File: config.mk
export PLATFORM = sky130hd
export DESIGN_NAME = spi_init_sequencer
export DESIGN_NICKNAME = d
export VERILOG_FILES = /design/src/rtl/spi_init_sequencer.sv
export SDC_FILE = /design/constraint.sdc
export NUM_CORES = 1
export LEC_CHECK = 0
export BUFFER_PORTS_ARGS = -buffer_cell sky130_fd_sc_hd__buf_2
export CAP_MARGIN = 20
export CORE_ASPECT_RATIO = 1.2
export CORE_UTILIZATION = 54
export CTS_CLUSTER_SIZE = 20
export DETAILED_ROUTE_END_ITERATION = 8
export MAX_ROUTING_LAYER = met4
export PLACE_DENSITY = 0.76
export REMOVE_ABC_BUFFERS = 1
export SETUP_SLACK_MARGIN = 0.05
export SYNTH_ARGS = -nofsm -noshare
export SYNTH_HDL_FRONTEND = slang
export SYNTH_SLANG_ARGS = --single-unit
File: constraint.sdc
create_clock -name clock -period 2.5 [get_ports clock]
set_input_delay 0.25 -clock clock [delete_from_list [all_inputs] [get_ports clock]]
set_output_delay 0.25 -clock clock [all_outputs]
set_load 0.01 [all_outputs]
File: src/rtl/spi_init_sequencer.sv
// rtl/spi_init_sequencer.sv - bit-serial SPI master stepping the init message table (option: SPI_SEQ_AUTOSTART_EN)
module spi_init_sequencer #(
    parameter int CLK_DIV    = 2,
    parameter int GAP_CYCLES = 4
) (
    input  logic clock,
    input  logic reset,
    input  logic start,
    input  logic msg_bit,
    input  logic last_bit,
    input  logic last_msg,
    output logic inc_bit,
    output logic inc_msg,
    output logic sclk,
    output logic sdata,
    output logic cs_n,
    output logic busy,
    output logic done
);

    // Counter reload values: each state lasts (reload + 1) cycles.
    localparam logic [7:0] LP_DIV_M1 = 8'(CLK_DIV - 1);
    localparam logic [7:0] LP_GAP_M1 = 8'(GAP_CYCLES - 1);

    typedef enum logic [2:0] {
        S_IDLE,
        S_LOW,
        S_HIGH,
        S_HOLD,
        S_GAP
    } state_t;

    state_t     r_state;
    state_t     w_state_nx;
    logic [7:0] r_cnt;
    logic [7:0] w_cnt_nx;
    logic       r_bit_last;
    logic       r_msg_last;
    logic       r_sclk;
    logic       r_sdata;
    logic       r_cs_n;
    logic       r_busy;
    logic       r_done;
    logic       w_start;
    logic       w_start_acc;
    logic       w_cnt_zero;
    logic       w_high_first;
    logic       w_bit_last;
    logic       w_inc_bit;
    logic       w_inc_msg;
    logic       w_load_sdata;
    logic       w_set_done;

`ifdef SPI_SEQ_AUTOSTART_EN
    logic r_auto_pend;

    // Trails reset by one cycle so the first cycle after release looks like a start pulse
    always_ff @(posedge clock) begin
        r_auto_pend <= reset;
    end

    assign w_start = start | r_auto_pend;
`else
    assign w_start = start;
`endif

    assign w_start_acc  = (r_state == S_IDLE) && w_start;
    assign w_cnt_zero   = (r_cnt == 8'd0);
    assign w_high_first = (r_state == S_HIGH) && (r_cnt == LP_DIV_M1);
    // With CLK_DIV=1 the first HIGH cycle is also the last, so the flag is not latched yet.
    assign w_bit_last   = w_high_first ? last_bit : r_bit_last;

    // State register and shared down-counter
    always_ff @(posedge clock) begin
        if (reset) begin
            r_state <= S_IDLE;
            r_cnt   <= 8'd0;
        end else begin
            r_state <= w_state_nx;
            r_cnt   <= w_cnt_nx;
        end
    end

    // Next-state, counter reload and table-stepping pulses
    always_comb begin
        w_state_nx   = r_state;
        w_cnt_nx     = r_cnt - 8'd1;
        w_inc_bit    = 1'b0;
        w_inc_msg    = 1'b0;
        w_load_sdata = 1'b0;
        w_set_done   = 1'b0;
        case (r_state)
            S_IDLE: begin
                w_cnt_nx = 8'd0;
                if (w_start) begin
                    w_state_nx   = S_LOW;
                    w_cnt_nx     = LP_DIV_M1;
                    w_load_sdata = 1'b1;
                end
            end
            S_LOW: begin
                if (w_cnt_zero) begin
                    w_state_nx = S_HIGH;
                    w_cnt_nx   = LP_DIV_M1;
                end
            end
            S_HIGH: begin
                w_inc_bit = w_high_first;
                if (w_cnt_zero) begin
                    w_cnt_nx = LP_DIV_M1;
                    if (w_bit_last) begin
                        w_state_nx = S_HOLD;
                    end else begin
                        w_state_nx   = S_LOW;
                        w_load_sdata = 1'b1;
                    end
                end
            end
            S_HOLD: begin
                if (w_cnt_zero) begin
                    w_inc_msg  = 1'b1;
                    w_state_nx = S_GAP;
                    w_cnt_nx   = LP_GAP_M1;
                end
            end
            S_GAP: begin
                if (w_cnt_zero) begin
                    if (r_msg_last) begin
                        w_state_nx = S_IDLE;
                        w_cnt_nx   = 8'd0;
                        w_set_done = 1'b1;
                    end else begin
                        w_state_nx   = S_LOW;
                        w_cnt_nx     = LP_DIV_M1;
                        w_load_sdata = 1'b1;
                    end
                end
            end
            default: begin
                w_state_nx = S_IDLE;
                w_cnt_nx   = 8'd0;
            end
        endcase
    end

    // Registered pins and table-end flags; pins follow the state being entered
    always_ff @(posedge clock) begin
        if (reset) begin
            r_bit_last <= 1'b0;
            r_msg_last <= 1'b0;
            r_sdata    <= 1'b0;
            r_sclk     <= 1'b0;
            r_cs_n     <= 1'b1;
            r_busy     <= 1'b0;
            r_done     <= 1'b0;
        end else begin
            if (w_high_first) begin
                r_bit_last <= last_bit;
            end
            if (w_inc_msg) begin
                r_msg_last <= last_msg;
            end
            if (w_load_sdata) begin
                r_sdata <= msg_bit;
            end
            r_sclk <= (w_state_nx == S_HIGH);
            r_cs_n <= (w_state_nx == S_IDLE) || (w_state_nx == S_GAP);
            r_busy <= (w_state_nx != S_IDLE);
            if (w_start_acc) begin
                r_done <= 1'b0;
            end else if (w_set_done) begin
                r_done <= 1'b1;
            end
        end
    end

    assign inc_bit = w_inc_bit;
    assign inc_msg = w_inc_msg;
    assign sclk    = r_sclk;
    assign sdata   = r_sdata;
    assign cs_n    = r_cs_n;
    assign busy    = r_busy;
    assign done    = r_done;

endmodule
==> impl_metrics.tcl, run 1 <==
set metrics [dict create \
    status "finished clean" \
    r2r_slack_ps 510 \
    clk_pin_slew_worst_paths_ps 110 \
    grt_max_degree 14 \
    pre_cts_slack_ps 547 \
    viasPerCell 5.57 \
    dp_cells 126 \
    pin_count 13 \
    num_rows 15 \
    finalSetupViolations 0 \
    die_width_um 39.0 \
    n_antenna_cell 0 \
    period_share 0.863 \
    routed_wl_um 1730 \
    synth-edff-count 0 \
    drtIter0Drc 13 \
    power_leakage_nw 0.406 \
    yosysSeqAreaShare 0.407 \
    grt_pass1_wl_um 2720 \
    yosysTopAreaCell "dfxtp_1" \
    r2r_start "r_cnt[0]" \
    start_util 0.597 \
    worstPathRequired_ps 2250 \
    worstSetupStartpoint "r_cnt[0]" \
    clk-insertion-delay-late_ps 310 \
    area_delta_synth_final_pct 11.2 \
    fin_skew_ps 4.82 \
    dieArea_sq_um 1810 \
    grt.busiest_layer "met2" \
    cts.sinks 18 \
    crit_path_end_kind "output port" \
    gp_congestion 0.972 \
    cts_tree "built" \
    grt_pass1_vias 673 \
    timing.setup.tns_ps 0 \
    relSlewSlack 0.720 \
    finalNetCount 122 \
    vias 724 \
    slew_viol_final 0 \
    grt.met2_usage 0.397 \
    post_cts_resized 0 \
    rr_endpoint "r_cnt[1]" \
    syn-mean-instance-area_sq_um 8.77 \
    hold_start "last_msg" \
    rr_worst_depth 7 \
    crit_path_start_kind "flip-flop" \
    cts_setup_buffers 0 \
    power_density_nw_per_um2 1510 \
    track_usage 0.230 \
    fin_ws_ps 342 \
    cp_max_fo 7 \
    wl_per_cell_um 13.3 \
    clock-root-buffer "clkbuf_4" \
    cts_buffer_depth 2 \
    cts_buffers 3 \
    drive_above_1_share 0.177 \
    ys_types 34 \
    hpwl_um 1260 \
    utilization 0.664 \
    drc 0 \
    seq_area_sq_um 360 \
    rsz0062_at_grt "false" \
    port_buffers 12 \
    ant_nets 0 \
    netlist_instances 101 \
    worstPathArrival_ps 1910 \
    yosysMostFrequentCell "nor2_1" \
    synth.top_cells.by_area "dfxtp_1, nor2_1, xnor2_1" \
    ys.flop_type "dfxtp_1" \
    postCtsHoldBufs 0 \
    final.min_clock_period_ps 2160 \
    netlist_area_sq_um 886 \
    hp-class "input port to flip-flop" \
    ys_warn_count 0 \
    synthArstFlopShare 0 \
    met3_usage 0.0580 \
    finalHoldViolations 0 \
    vdd_ir_drop_max_v 0.000691 \
    ys_top_cells_by_count "nor2_1, dfxtp_1, a21oi_1" \
    total_power_mw 1.49 \
    fillers 134 \
    met1_usage 0.247 \
    ys_seq_elements 18 \
    fmax_mhz 463 \
    htree_levels 1 \
    drtPass1Iterations 4 \
    fin_cells 130 \
    worst_slew_pin_slew_ps 418 \
    antenna_found_initial 0 \
    multi_input_area_sq_um 492 \
    critical_path_class "flip-flop to output port" \
    maxCapViolCount 0 \
    core_area_sq_um 1480 \
    dieHeight_um 46.4 \
    min_path_cells 3 \
    whs_endpoint "r_msg_last" \
    yosysTopAreaCellShare 0.407 \
    grt_overflow_total 0 \
]
[power breakdown]
group / internal, mW / leakage (nW) / switching [mW]
sequential: 0.383 / 0.147 / 0.103
combinational: 0.365 / 0.238 / 0.448
clock: 0.0892 / 0.0210 / 0.0983
total: 0.837 / 0.406 / 0.649
[metrics by stage]
step	cell area (sq um)	hold slack, ps
6_report	985	169
5_1_grt	985	186
4_1_cts	985	181
3_5_place_dp	948	485
3_3_place_gp	948	456
2_1_floorplan	867	319
[state kept, by name, indices dropped and copies added (netlist names)]
register / flops
cs_n: 1
busy: 1
sclk: 1
r_bit_last: 1
r_cnt: 8
done: 1
r_state: 3
r_msg_last: 1
sdata: 1
[cells in the final DEF (no fill, tap or decap), drive strengths merged, types with 2 or more instances in the layout]
cell     n
nor2    20
dfxtp   18
buf     12
a21oi    6
xnor2    5
nor3b    5
inv      4
mux2i    4
nor3     4
clkbuf   4
nand2b   3
nand3    2
nor2b    2
o31a     2
and2     2
o21ai    2
ha       2
nor4     2
[final cells by class]
cell class,count,area share
Clock buffer,4,0.0368
Inverter,4,0.0152
Multi-Input combinational cell,75,0.499
Sequential cell,18,0.366
Tap cell,17,0.0216
Timing Repair Buffer,12,0.0610
[worst max-delay path by stage]
stage	cells past startpoint	slack, ps	endpoint
after detailed placement	7	550	r_cnt[1]
after global placement	7	610	r_cnt[1]
final	6	340	inc_msg
after floorplan	7	770	r_cnt[1]
after global routing	6	160	inc_msg
after CTS	6	360	inc_msg
[routing by layer]
layer | share of wire | vias to the layer above
li1 | - | 373
met1 | 0.45 | 327
met2 | 0.48 | 20
met3 | 0.044 | 4
met4 | 0.017 | 0
met5 | 0 | -
[kinds of logic after synthesis]
group	after synthesis	share of synthesized area
AND/OR/NAND/NOR	46	0.299
AO/OA/AOI/OAI	18	0.133
flip-flops	18	0.407
buffers and inverters	8	0.0381
XOR/XNOR	5	0.0494
multiplexers	4	0.0452
adder cells (fa/ha/maj)	2	0.0282
[worst max-delay path, cell delays in order (launching register included)]
cell and delay [ps]:
dfxtp_1 340, inv_1 90, ha_1 180, nor3b_2 390
nand3_1 190, nor2_1 240, buf_2 180
(Power assumes the default switching activity.)
==> run 2: changes to the inputs <==
--- a/config.mk
+++ b/config.mk
@@ -5,6 +5,7 @@
 export SDC_FILE = /design/constraint.sdc
 export NUM_CORES = 1
 export LEC_CHECK = 0
+export ABC_AREA = 1
 export BUFFER_PORTS_ARGS = -buffer_cell sky130_fd_sc_hd__buf_2
 export CAP_MARGIN = 20
 export CORE_ASPECT_RATIO = 1.2
@@ -13,6 +14,7 @@
 export DETAILED_ROUTE_END_ITERATION = 8
 export MAX_ROUTING_LAYER = met4
 export PLACE_DENSITY = 0.76
+export RECOVER_POWER = 25
 export REMOVE_ABC_BUFFERS = 1
 export SETUP_SLACK_MARGIN = 0.05
 export SYNTH_ARGS = -nofsm -noshare
==> run 2 against run 1 <==
Against the previous run:
- total power up 12%
- first-iteration DRC count down 31%
- final area up 3.2%
- global-route usage down 1.6 points
- clock power down 3%
- hold slack worse by 9.8 ps
- sequential share of layout area down 1.1 points
- final cell count up 21%
==> impl_metrics.tcl, run 2 <==
set metrics [dict create \
    worst_slew_pin_slew_ps 377 \
    antenna_found_initial 0 \
    viasPerCell 4.89 \
    area_delta_synth_final_pct 10.9 \
    pin_count 13 \
    path_common_cell "inv_1" \
    routed_wl_um 1580 \
    slowest_stage "dfxtp_1" \
    cts_buffer_depth 2 \
    drive_above_1_share 0.207 \
    die_width_um 39.6 \
    critical_path_class "flip-flop to output port" \
    period_share 0.756 \
    core_area_sq_um 1500 \
    path_cells "inv_1, ha_1, nand3_1, nor2_4, nand2_1, inv_1, buf_2" \
    vdd_ir_drop_max_v 0.000744 \
    synth_top_family_by_area "simple AND/OR/NAND/NOR gates" \
    drtIter0Drc 9 \
    timing.setup.tns_ps 0 \
    yosysSeqAreaShare 0.393 \
    finalHoldViolations 0 \
    critPathMaxStageDelay_ps 340 \
    hold_start "reset" \
    ys_top_cells_by_count "inv_1, nand2_1, dfxtp_1" \
    track_usage 0.214 \
    grt_overflow_total 0 \
    yosys.area_share.simple 0.314 \
    p_seq_frac 0.283 \
    clk-insertion-delay-late_ps 300 \
    worstPathRequired_ps 2250 \
    top_register "r_cnt" \
    synth.top_cells.by_area "dfxtp_1, inv_1, nand2_1" \
    slew_viol_final 0 \
    ys_warn_count 0 \
    r2r_start "r_cnt[0]" \
    ys_types 25 \
    power_density_nw_per_um2 1640 \
    cp_max_fo 6 \
    power.switching_mw 0.813 \
    cts_setup_buffers 0 \
    grt_pass1_wl_um 2570 \
    fmax_mhz 529 \
    largest_reg_flops 8 \
    synth-edff-count 0 \
    yosys-mux-area-fraction 0 \
    worstSetupStartpoint "r_cnt[0]" \
    synthArstFlopShare 0 \
    rsz0062_at_grt "false" \
    yosysTopAreaCell "dfxtp_1" \
    wl_per_cell_um 10.0 \
    fin_skew_ps 1.06 \
    final.min_clock_period_ps 1890 \
    fin_ws_ps 610 \
    synthAdderAreaFrac 0.0273 \
    drc 0 \
    hpwl_um 1190 \
    post_cts_resized 0 \
    ant_nets 0 \
    p_comb_frac 0.609 \
    clk_pin_slew_worst_paths_ps 100 \
    p_sw_frac 0.488 \
    crit_path_end_kind "output port" \
    worstPathArrival_ps 1640 \
    fillers 134 \
    yosysTopAreaCellShare 0.393 \
    cts_buffers 3 \
    p_int_mw 0.854 \
    netlist_area_sq_um 916 \
    synthXorXnorAreaFrac 0.0383 \
    n_antenna_cell 0 \
    htree_levels 1 \
    hp-class "input port to flip-flop" \
    start_util 0.610 \
    syn-mean-instance-area_sq_um 7.33 \
    grt_pass1_vias 637 \
    clkPwrFrac 0.109 \
    vias 768 \
    final_cell_mix "inv_1, nand2_1, dfxtp_1, nor2_1, nand3_1" \
    clock-root-buffer "clkbuf_4" \
    yosysMostFrequentCell "inv_1" \
    relSlewSlack 0.749 \
    final_common_cell "inv_1" \
    port_buffers 12 \
    postCtsHoldBufs 0 \
    maxCapViolCount 0 \
    drtPass1Iterations 4 \
    finalSetupViolations 0 \
    grt_max_degree 11 \
    dieHeight_um 47.1 \
    finalNetCount 149 \
    cts_tree "built" \
    status "finished clean" \
    ys.flop_type "dfxtp_1" \
    reg_top3 "r_cnt: 8 flops, r_state: 3 flops" \
    netlist_instances 125 \
    holdWs_ps 159 \
    dieArea_sq_um 1870 \
    gp_congestion 0.886 \
    ys_seq_elements 18 \
    num_rows 15 \
    power_leakage_nw 0.502 \
    cts.sinks 18 \
    pre_cts_slack_ps 918 \
    crit_path_start_kind "flip-flop" \
    synth_compound_area_frac 0.112 \
]
## run 2: changes by cell type after synthesis, moves of 3 or more
| cell | change |
|---|---|
| nor3_1 | -4 |
| nand2_1 | +18 |
| nand3_1 | +9 |
| xnor2_1 | -3 |
| inv_1 | +16 |
| clkbuf_1 | -3 |
| nor2_1 | -3 |
| inv_2 | +5 |
| nor3b_1 | -4 |
| nand2b_1 | -3 |
| mux2i_1 | -4 |
| nor2_2 | +7 |
## run 2: through the flow
step,power (mW),cell area [sq um],util,cells
2_1_floorplan,1.31,905,-,124
3_3_place_gp,1.47,986,0.657,153
3_5_place_dp,1.49,986,0.657,153
4_1_cts,1.68,1020,0.681,157
5_1_grt,1.83,1020,0.677,157
6_report,1.67,1020,0.677,157
## run 2: cell type report
class	count	area [sq um]	share of cell area
clock buffers	4	36.3	0.0357
inverters	25	93.8	0.0924
multi-input cells	81	450	0.443
flip-flops and latches	18	360	0.355
well taps	17	21.3	0.0209
repair buffers	12	53.8	0.0530
## run 2: layer usage
layer	routed length (um)	part of all wire	vias to the layer above	track usage
met3	53	0.034	7	0.0379
met5	0	0	-	-
li1	-	-	417	-
met2	774	0.49	14	0.351
met4	61	0.039	0	0.124
met1	686	0.44	330	0.238
## run 2: path summary, 6_finish.rpt
kind,endpoint,slack (ps),depth (start not counted)
max,inc_msg,610,7
min,r_bit_last,160,2
max reg2reg,busy,900,9
min reg2reg,done,480,2
## run 2: cell families (layout without fill, tap and decap cells)
kind of cell,count (synthesis),after routing
compound gates,14,14
xor+xnor,4,4
fa+ha+maj,2,2
buf+inv,26,41
flops,18,18
simple gates,61,61
## run 2: critical path: cells and delay by family (launching register included)
family,cells,cell delay [ps]
simple gates,3,510
flops,1,340
buf+inv,3,300
fa+ha+maj,1,190
## run 2: power by group through the flow
stage | Sequential, mW | Clock (mW) | Combinational [mW]
final | 0.471 | 0.181 | 1.01
after global routing | 0.488 | 0.193 | 1.14
after CTS | 0.471 | 0.185 | 1.03
after detailed placement | 0.477 | 0 | 1.01
after global placement | 0.475 | 0 | 0.994
after floorplan | 0.479 | 0 | 0.832
